--- config.mk ---
export PLATFORM = sky130hd
export DESIGN_NAME = mem2_stage
export DESIGN_NICKNAME = d
export VERILOG_FILES = /design/src/rtl/mem2_stage.sv
export SDC_FILE = /design/constraint.sdc
export NUM_CORES = 1
export LEC_CHECK = 0
export BUFFER_PORTS_ARGS = -buffer_cell sky130_fd_sc_hd__buf_2
export CORE_MARGIN = 4
export CORE_UTILIZATION = 55
export CTS_CLUSTER_DIAMETER = 30
export DETAILED_ROUTE_END_ITERATION = 16
export PLACE_DENSITY = 0.95
export SYNTH_ARGS = -nofsm -noshare
export SYNTH_HDL_FRONTEND = slang
export SYNTH_SLANG_ARGS = --single-unit
--- constraint.sdc ---
create_clock -name clk -period 10.04 [get_ports clk]
set_clock_uncertainty 0.1 [all_clocks]
set_input_delay 2.008 -clock clk [delete_from_list [all_inputs] [get_ports clk]]
set_output_delay 2.008 -clock clk [all_outputs]
set_load 0.01 [all_outputs]
--- src/rtl/mem2_stage.sv ---
// mem2_stage: second memory stage, collects the load response and
// formats it into a byte-enabled register write for ws.
module mem2_stage (
   input  logic        clk,
   input  logic        reset,
   input  logic        m1s_to_m2s_valid,
   output logic        m2s_allowin,
   input  logic [31:0] m1s_pc,
   input  logic [4:0]  m1s_rd,
   input  logic        m1s_reg_write,
   input  logic [2:0]  m1s_load_op,
   input  logic [1:0]  m1s_addr_lo,
   input  logic [31:0] m1s_result,
   input  logic [31:0] m1s_rt_val,
   input  logic        data_data_ok,
   input  logic [31:0] data_rdata,
   input  logic        flush,
   input  logic        ws_allowin,
   output logic        m2s_to_ws_valid,
   output logic [31:0] m2s_pc,
   output logic [4:0]  m2s_rd,
   output logic        m2s_reg_write,
   output logic [3:0]  m2s_rf_wen,
   output logic [31:0] m2s_wdata,
   output logic        m2s_valid,
   output logic        m2s_fwd_ok
);

   typedef enum logic [1:0] {
      S_EMPTY = 2'd0,
      S_WAIT  = 2'd1,
      S_FULL  = 2'd2,
      S_DRAIN = 2'd3
   } state_t;

   localparam logic [2:0] LD_NONE = 3'd0;
   localparam logic [2:0] LD_LB   = 3'd1;
   localparam logic [2:0] LD_LBU  = 3'd2;
   localparam logic [2:0] LD_LH   = 3'd3;
   localparam logic [2:0] LD_LHU  = 3'd4;
   localparam logic [2:0] LD_LW   = 3'd5;
   localparam logic [2:0] LD_LWL  = 3'd6;
   localparam logic [2:0] LD_LWR  = 3'd7;

   state_t      state, state_nxt;
   logic        reg_write_q;
   logic [2:0]  load_op_q;
   logic [1:0]  addr_lo_q;
   logic [31:0] rt_val_q;
   logic        accept;
   logic        resp;
   logic [7:0]  ld_byte;
   logic [15:0] ld_half;
   logic [31:0] fmt_data;
   logic [3:0]  fmt_wen;

   assign m2s_allowin = !reset &&
      (state == S_EMPTY || (state == S_FULL && ws_allowin));
   assign accept = m1s_to_m2s_valid && m2s_allowin && !flush;
   assign resp   = (state == S_WAIT) && data_data_ok && !flush;

   always_comb begin
      state_nxt = state;
      if (flush) begin
         unique case (state)
            S_EMPTY: state_nxt = S_EMPTY;
            S_FULL:  state_nxt = S_EMPTY;
            S_WAIT:  state_nxt = data_data_ok ? S_EMPTY : S_DRAIN;
            S_DRAIN: state_nxt = data_data_ok ? S_EMPTY : S_DRAIN;
            default: state_nxt = S_EMPTY;
         endcase
      end else begin
         unique case (state)
            S_EMPTY: begin
               if (accept)
                  state_nxt = (m1s_load_op != LD_NONE) ? S_WAIT : S_FULL;
            end
            S_FULL: begin
               if (accept)
                  state_nxt = (m1s_load_op != LD_NONE) ? S_WAIT : S_FULL;
               else if (ws_allowin)
                  state_nxt = S_EMPTY;
            end
            S_WAIT: begin
               if (data_data_ok)
                  state_nxt = S_FULL;
            end
            S_DRAIN: begin
               if (data_data_ok)
                  state_nxt = S_EMPTY;
            end
            default: state_nxt = S_EMPTY;
         endcase
      end
   end

   assign ld_byte = data_rdata[{addr_lo_q, 3'b000} +: 8];
   assign ld_half = data_rdata[{addr_lo_q[1], 4'b0000} +: 16];

   // lwl/lwr merge the unaligned word with the old rt value
   always_comb begin
      fmt_data = data_rdata;
      fmt_wen  = 4'b1111;
      unique case (load_op_q)
         LD_LB:  fmt_data = {{24{ld_byte[7]}}, ld_byte};
         LD_LBU: fmt_data = {24'h0, ld_byte};
         LD_LH:  fmt_data = {{16{ld_half[15]}}, ld_half};
         LD_LHU: fmt_data = {16'h0, ld_half};
         LD_LW:  fmt_data = data_rdata;
         LD_LWL: begin
            unique case (addr_lo_q)
               2'd0: begin
                  fmt_data = {data_rdata[7:0], rt_val_q[23:0]};
                  fmt_wen  = 4'b1000;
               end
               2'd1: begin
                  fmt_data = {data_rdata[15:0], rt_val_q[15:0]};
                  fmt_wen  = 4'b1100;
               end
               2'd2: begin
                  fmt_data = {data_rdata[23:0], rt_val_q[7:0]};
                  fmt_wen  = 4'b1110;
               end
               default: begin
                  fmt_data = data_rdata;
                  fmt_wen  = 4'b1111;
               end
            endcase
         end
         LD_LWR: begin
            unique case (addr_lo_q)
               2'd0: begin
                  fmt_data = data_rdata;
                  fmt_wen  = 4'b1111;
               end
               2'd1: begin
                  fmt_data = {rt_val_q[31:24], data_rdata[31:8]};
                  fmt_wen  = 4'b0111;
               end
               2'd2: begin
                  fmt_data = {rt_val_q[31:16], data_rdata[31:16]};
                  fmt_wen  = 4'b0011;
               end
               default: begin
                  fmt_data = {rt_val_q[31:8], data_rdata[31:24]};
                  fmt_wen  = 4'b0001;
               end
            endcase
         end
         default: begin
            fmt_data = data_rdata;
            fmt_wen  = 4'b1111;
         end
      endcase
   end

   always_ff @(posedge clk or posedge reset) begin
      if (reset) begin
         state       <= S_EMPTY;
         m2s_pc      <= 32'h0;
         m2s_rd      <= 5'h0;
         reg_write_q <= 1'b0;
         load_op_q   <= LD_NONE;
         addr_lo_q   <= 2'd0;
         rt_val_q    <= 32'h0;
         m2s_wdata   <= 32'h0;
         m2s_rf_wen  <= 4'h0;
      end else begin
         state <= state_nxt;
         if (accept) begin
            m2s_pc      <= m1s_pc;
            m2s_rd      <= m1s_rd;
            reg_write_q <= m1s_reg_write;
            load_op_q   <= m1s_load_op;
            addr_lo_q   <= m1s_addr_lo;
            rt_val_q    <= m1s_rt_val;
            if (m1s_load_op == LD_NONE) begin
               m2s_wdata  <= m1s_result;
               m2s_rf_wen <= 4'b1111;
            end
         end else if (resp) begin
            m2s_wdata  <= fmt_data;
            m2s_rf_wen <= fmt_wen;
         end
      end
   end

   assign m2s_valid       = (state == S_WAIT) || (state == S_FULL);
   assign m2s_fwd_ok      = (state == S_FULL);
   assign m2s_to_ws_valid = (state == S_FULL);
   assign m2s_reg_write   = reg_write_q && m2s_valid;

endmodule

==> flow_summary.toml, run 1 <==
[timing]
drv_slew = 0
layout_setup_ws_ns = 5.321
period_share_pct = 47.00
setup_viol = 0
hold_viol = 0
clock.fmax_mhz = 211.9
fin_crit_ns = 4.719
rsz0062_at_grt = "false"
slew_headroom_pct = 21.08
worst_slew_pin_slew_ns = 1.179
fin_tns_setup_ns = 0

[clock_tree]
path_clk_slew_ns = 0.05
htreeDepth = 4
postCtsSetupRepairBufs = 0
cts_sinks = 113
cts_tree = "yes"
clk_latency_ns = 0.42
root_buffer = "clkbuf_16"
cts_hold_buf = 0
post_cts_resized = 0
clk_path_buf_depth = 2
numCtsBuffers = 17

[routing]
drc = 0
viasPerCell = 6.224
drt-pass1-iter-count = 7
drt_iter0_drc = 994
drt_wl_total_um = 22380
wl_per_cell_um = 19.67
drtAntennaViolNets = 0
via_count = 7083

[placed_design]
placed_area_um2 = 7824
portBuffers = 222
hpwlAfterDp_um = 15380
dp_slack_ns = 5.321
gp_congestion = 0.9398

[pwr]
power.density_nw_per_um2 = 323.2
peakVddDrop_v = 0.0001546
power_leakage_uw = 0.004242
finalPower_uw = 2731

[yosys]
seq_area_frac_synth_pct = 42.01
synthesis.area_um2 = 6731
synth.distinct_cells = 66
synth-seq-cells = 113
synthFlopType = "dfrtp_1"
async_flop_share_pct = 100.0
synth_edf_count = 0
syn_avg_cell_area_um2 = 8.575
syn_nets = 935
syn_inst = 785
yosys_warnings = 0

[critical_path]
crit_path_max_fanout = 4
path_common_cell = "buf_2"
critPathKind = "in2out"
path_cells = "buf_2 > a21oi_1 > nor2_1 > buf_2"
cp.arrival_ns = 2.61
max_stage_delay_ns = 0.28
cp-start-kind = "input pin"
cp_num_cells = 4
cp_top_family = "compound AO/OA/AOI/OAI gates"
rr_worst_depth = 8
critical_path_required_ns = 7.93
slowest_stage = "a21oi_1"
path_buf_inv = 2
end_kind = "output port"

[global_route]
grt_pass1_wl_um = 35690
grt_pass1_vias = 6849
groute.usage.overall_pct = 31.92
antenna_found_initial = 4
gr-total-overflow = 0
grt_max_degree = 80

[min_path]
hold_depth = 2
holdCritPathClass = "reg2reg"

[floorplanning]
start_util_pct = 56.04
die_h_um = 118.6
rows = 40
dieArea_um2 = 14070
pin_count = 223
core_um2 = 12010
die_width_um = 118.6

[finish]
drive_above_1_share_pct = 31.11
fillers = 904
final_area_um2 = 8449
final_nets = 1128
regArea_um2 = 2829
area_growth_pct = 25.52
multi_input_area_um2 = 3596

[outcome]
status = "finished clean"

[run]
drv_cap = 0
## cell families (layout without fill, tap and decap cells)
logic type                 after synthesis  count (layout)  share of synthesized area, %
AOI/OAI and AO/OA                      189             189                         20.87
xor gates and xnor gates                 2               2                        0.3718
adders and majority gates                5               5                        0.9294
buffers and inverters                   66             271                         4.740
DFF                                    113             113                         42.01
muxes                                   60              60                         9.740
other                                    0               1                             0
and+or+nand+nor                        350             350                         21.34
## where the power goes
group	internal [µW]	total, µW	switching [µW]
clock	420	630	210
sequential	668	821	154
combinational	516	1280	763
## placed cells by master, fill, tap and decap left out, types with 11 or more instances in the layout
master,count
mux2_2,20
o21ai_0,31
clkbuf_16,17
buf_2,222
o211ai_1,12
mux2i_1,37
nand2_1,272
nor2_1,35
a21oi_1,30
a22o_1,11
o22ai_1,16
dfrtp_1,112
## final timing paths
check	from	endpoint	slack [ns]
hold / removal	reg_write_q	reg_write_q	0.36
min in group asynchronous	reset	m2s_pc[9]	1.55
setup / recovery	ws_allowin	m2s_allowin	5.32
hold reg to reg	reg_write_q	reg_write_q	0.36
setup reg to reg	state[0]	m2s_wdata[20]	6.81
max in group asynchronous	reset	addr_lo_q[1]	6.84
## final cells by class
type,count,area share (%)
antenna,1,0.02962
clock buffer,22,5.849
clock inverter,9,1.525
inverter,9,0.4294
multi-input combinational,606,42.56
sequential,113,33.48
tap,147,2.177
timing repair buffer,231,13.95
## flip-flops by register name, indices dropped and copies added, names as in the netlist
name / flops
m2s_rf_wen: 4
reg_write_q: 1
m2s_pc: 32
load_op_q: 3
addr_lo_q: 2
rt_val_q: 32
m2s_rd: 5
state: 2
m2s_wdata: 32
## cell usage after synthesis, drive strengths merged, types with 2 or more instances
master | count | area [µm²]
a2111oi | 3 | 63.81
a211oi | 9 | 77.57
a21boi | 2 | 15.01
a21o | 9 | 67.56
a21oi | 30 | 150.1
a22o | 11 | 96.34
a22oi | 7 | 52.55
a2bb2oi | 10 | 87.58
a311oi | 2 | 17.52
a31oi | 8 | 50.05
a41oi | 5 | 43.79
and2 | 2 | 12.51
and3 | 4 | 25.02
buf | 32 | 191.4
clkbuf | 25 | 93.84
dfrtp | 113 | 2828
ha | 5 | 62.56
inv | 8 | 30.03
mux2 | 21 | 240.2
mux2i | 38 | 392.9
nand2 | 272 | 1021
nand2b | 4 | 25.02
nand3 | 5 | 30.03
nand4 | 2 | 12.51
nor2 | 38 | 160.2
nor2b | 6 | 37.54
nor3 | 9 | 50.05
nor3b | 2 | 15.01
nor4bb | 2 | 20.02
o211ai | 12 | 90.09
o21ai | 31 | 155.2
o221a | 11 | 123.9
o221ai | 9 | 85.08
o22ai | 16 | 100.1
o32a | 3 | 30.03
or3 | 2 | 12.51
## worst reg2reg max path, cell delays in order, from the launching register on
cell	delay [ns]
dfrtp_1	0.41
inv_1	0.12
ha_1	0.28
a21o_1	0.27
nand3_2	0.61
buf_4	0.56
nand2_1	0.39
a2bb2oi_1	0.25
a22o_1	0.17
## layer usage
layer / part of all wire [%] / track usage, %
met1: 37 / 39.48
met2: 46 / 49.52
met3: 12 / 10.57
met4: 4.9 / 17.02
met5: 0.24 / 0
## per-stage QoR
step                      cells  utilization (%)  hold slack [ns]
final                      1138            70.34           0.3646
after global routing       1137            70.32           0.3892
after CTS                  1137            70.32           0.3685
after detailed placement   1106            65.14           0.3545
after global placement     1106            65.14           0.3516
after floorplan             785                -           0.3380
(Power assumes the default switching activity.)
==> inputs of run 2 (changes only) <==
Settings changed: ABC_AREA from default to 1, CORE_UTILIZATION 55 to 47, PLACE_DENSITY 0.95 to 0.87.
Clock period 10.04 ns to 3.81 ns, I/O delays scaled along.
==> run 2 against run 1 <==
  * Hold slack gained 0.0084 ns
  * Count of clock-buffer cells in the layout grew 4
  * Sequential share of layout area decreased by 1.5 points
  * Total power increased to 2.7 times the previous value
  * Cell area is 4.7% higher
  * Non-clock buffer count grew 3
  * Sequential power grew to 2.6 times the previous value
  * Flip-flop and latch count stayed put
  * Synthesized area increased by 6.3%
  * Clock power increased by 140%
  * Critical path type is now reg2reg
  * Highest routed layer unchanged
==> flow_summary.toml, run 2 <==
[pwr]
peakVddDrop_v = 0.0004767
power_frac_seq_pct = 29.3
clock_power_share_pct = 20.7
p_int_uw = 4026
power.share.switching_pct = 45.15
power_leakage_uw = 0.005030
p_comb_share_pct = 50.0
power.density_nw_per_um2 = 829.6
p_switching_uw = 3314

[critical_path]
critical_path_required_ns = 4.06
slowest_stage = "nor2_4"
cp-start-kind = "flip-flop"
critPathKind = "reg2reg"
path_common_cell = "nand2_2"
cp.arrival_ns = 2.98
cp_top_family = "simple AND/OR/NAND/NOR gates"
end_kind = "flip-flop"
max_stage_delay_ns = 0.85
path_buf_inv = 2
crit_path_max_fanout = 52
path_cells = "inv_1 > ha_1 > nand2_1 > a21oi_4 > nand2_2 > nand2_2 > inv_2 > nor2_4 > nor2_1 > a21oi_2"

[global_route]
grt.busiest_layer = "met2"
grtUsageMet1_pct = 34.79
grt_pass1_vias = 7464
grt_pass1_wl_um = 37290
gr-total-overflow = 0
grt_max_degree = 74
globalRouteMet2Util_pct = 40.43
groute.usage.overall_pct = 26.35
antenna_found_initial = 1
gr-usage-met3_pct = 7.683

[floorplanning]
pin_count = 223
die_width_um = 131.4
start_util_pct = 48.69
core_um2 = 14700
rows = 44
die_h_um = 131.4
dieArea_um2 = 17270

[routing]
wl_per_cell_um = 15.41
drt_wl_total_um = 22940
via_count = 7804
drt_iter0_drc = 750
viasPerCell = 5.245
drc = 0
drt-pass1-iter-count = 5
drtAntennaViolNets = 0

[clock_tree]
path_clk_slew_ns = 0.05
htreeDepth = 4
cts_hold_buf = 0
cts_sinks = 113
root_buffer = "clkbuf_16"
cts_tree = "yes"
clk_latency_ns = 0.42
postCtsSetupRepairBufs = 0
numCtsBuffers = 17
post_cts_resized = 0
clk_path_buf_depth = 2

[timing]
fin_hold_ws_ns = 0.3730
worst_slew_pin_slew_ns = 1.103
drv_slew = 0
fin_tns_setup_ns = 0
rsz0062_at_grt = "false"
clock.fmax_mhz = 365.9
period_share_pct = 71.72
slew_headroom_pct = 26.31
fin_crit_ns = 2.733
layout_setup_ws_ns = 1.077
setup_viol = 0
hold_viol = 0

[yosys]
syn_inst = 1098
syn_nets = 1248
seq_area_frac_synth_pct = 39.51
synth_edf_count = 0
synthTopCellsByCount = "nand2_1, nor2_1, dfrtp_1"
synthTopCellsByArea = "dfrtp_1, nand2_1, nor2_1"
yosys_warnings = 0
synthesis.area_um2 = 7157
synthFlopType = "dfrtp_1"
syn_avg_cell_area_um2 = 6.518
post-synth-top-area-cell = "dfrtp_1"
synth.most_common_cell = "nand2_1"
netlist.area_leader.share_pct = 39.51
synth.distinct_cells = 33
async_flop_share_pct = 100.0
synth-seq-cells = 113

[finish]
final_cell_mix = "nand2_1, buf_2, nor2_1"
area_growth_pct = 23.62
fillers = 1374
top_regs = "m2s_pc x32, m2s_wdata x32, rt_val_q x32"
drive_above_1_share_pct = 22.41
final_common_cell = "nand2_1"
final_nets = 1440

[run]
drv_cap = 0

[placed_design]
gp_congestion = 0.9589
portBuffers = 222
hpwlAfterDp_um = 16300
dp_slack_ns = 1.072

[outcome]
status = "finished clean"

[min_path]
holdCritPathClass = "reg2reg"
[run 2: cell types whose count changed in the layout (fill, tap and decap cells not counted), sizes merged, moves of 21 or more]
| cell | change |
|---|---|
| inv | +83 |
| mux2 | -21 |
| mux2i | -38 |
| nand2 | +179 |
| nand3 | +86 |
| nor2 | +90 |
| o21ai | +54 |
[run 2: tightest hold or removal path: stages, from the launching register on]
cell     delay, ns
dfrtp_1       0.33
nand2_1       0.05
nand2_1       0.06
[run 2: worst paths after layout]
path                       slack [ns]  cells after the start            end           from
max                              1.08                     10  m2s_wdata[28]       state[0]
min                              0.37                      2  m2s_wdata[16]  m2s_wdata[16]
max reg2reg                      1.08                     10  m2s_wdata[28]       state[0]
min reg2reg                      0.37                      2  m2s_wdata[16]  m2s_wdata[16]
max in group asynchronous        2.40                      3     m2s_pc[10]          reset
min in group asynchronous        0.41                      2  m2s_rf_wen[0]          reset
[run 2: final cells by class]
class | count | area [µm²] | share of cell area (%)
well taps | 184 | 230.2 | 2.602
repair buffers | 234 | 1226 | 13.86
multi-input cells | 831 | 3649 | 41.24
inverters | 93 | 352.8 | 3.988
clock inverters | 6 | 80.08 | 0.9051
diodes | 1 | 2.502 | 0.02828
flip-flops and latches | 113 | 2828 | 31.96
clock buffers | 26 | 479.2 | 5.416
[run 2: metrics by stage]
step | utilization, % | cell area (µm²) | cells | total power (µW)
after detailed placement | 56.37 | 8285 | 1455 | 5756
final | 60.19 | 8847 | 1488 | 7340
after global routing | 60.17 | 8845 | 1487 | 7884
after global placement | 56.37 | 8285 | 1455 | 5664
after floorplan | - | 7161 | 1098 | 4591
after CTS | 60.17 | 8845 | 1487 | 7313
[run 2: kinds of logic (layout without fill, tap and decap cells)]
group	count (synthesis)	in the layout	share of synthesized area (%)
simple gates	673	673	37.55
buf+inv	154	359	9.685
compound gates	153	153	12.38
flops	113	113	39.51
fa+ha+maj	5	5	0.8741
other cells	0	1	0
[run 2: power by group through the flow]
stage                     Sequential, µW  Clock (µW)  Combinational [µW]
after floorplan                     2240           0                2360
after global placement              2140           0                3520
after detailed placement            2140           0                3610
after CTS                           2140        1550                3620
after global routing                2220        1590                4080
final                               2150        1520                3670
[run 2: per-layer routing]
metal  wire, µm  part of all wire [%]
met1       9320                    41
met2       9996                    44
met3       2799                    12
met4        807                   3.5
met5         13                 0.057
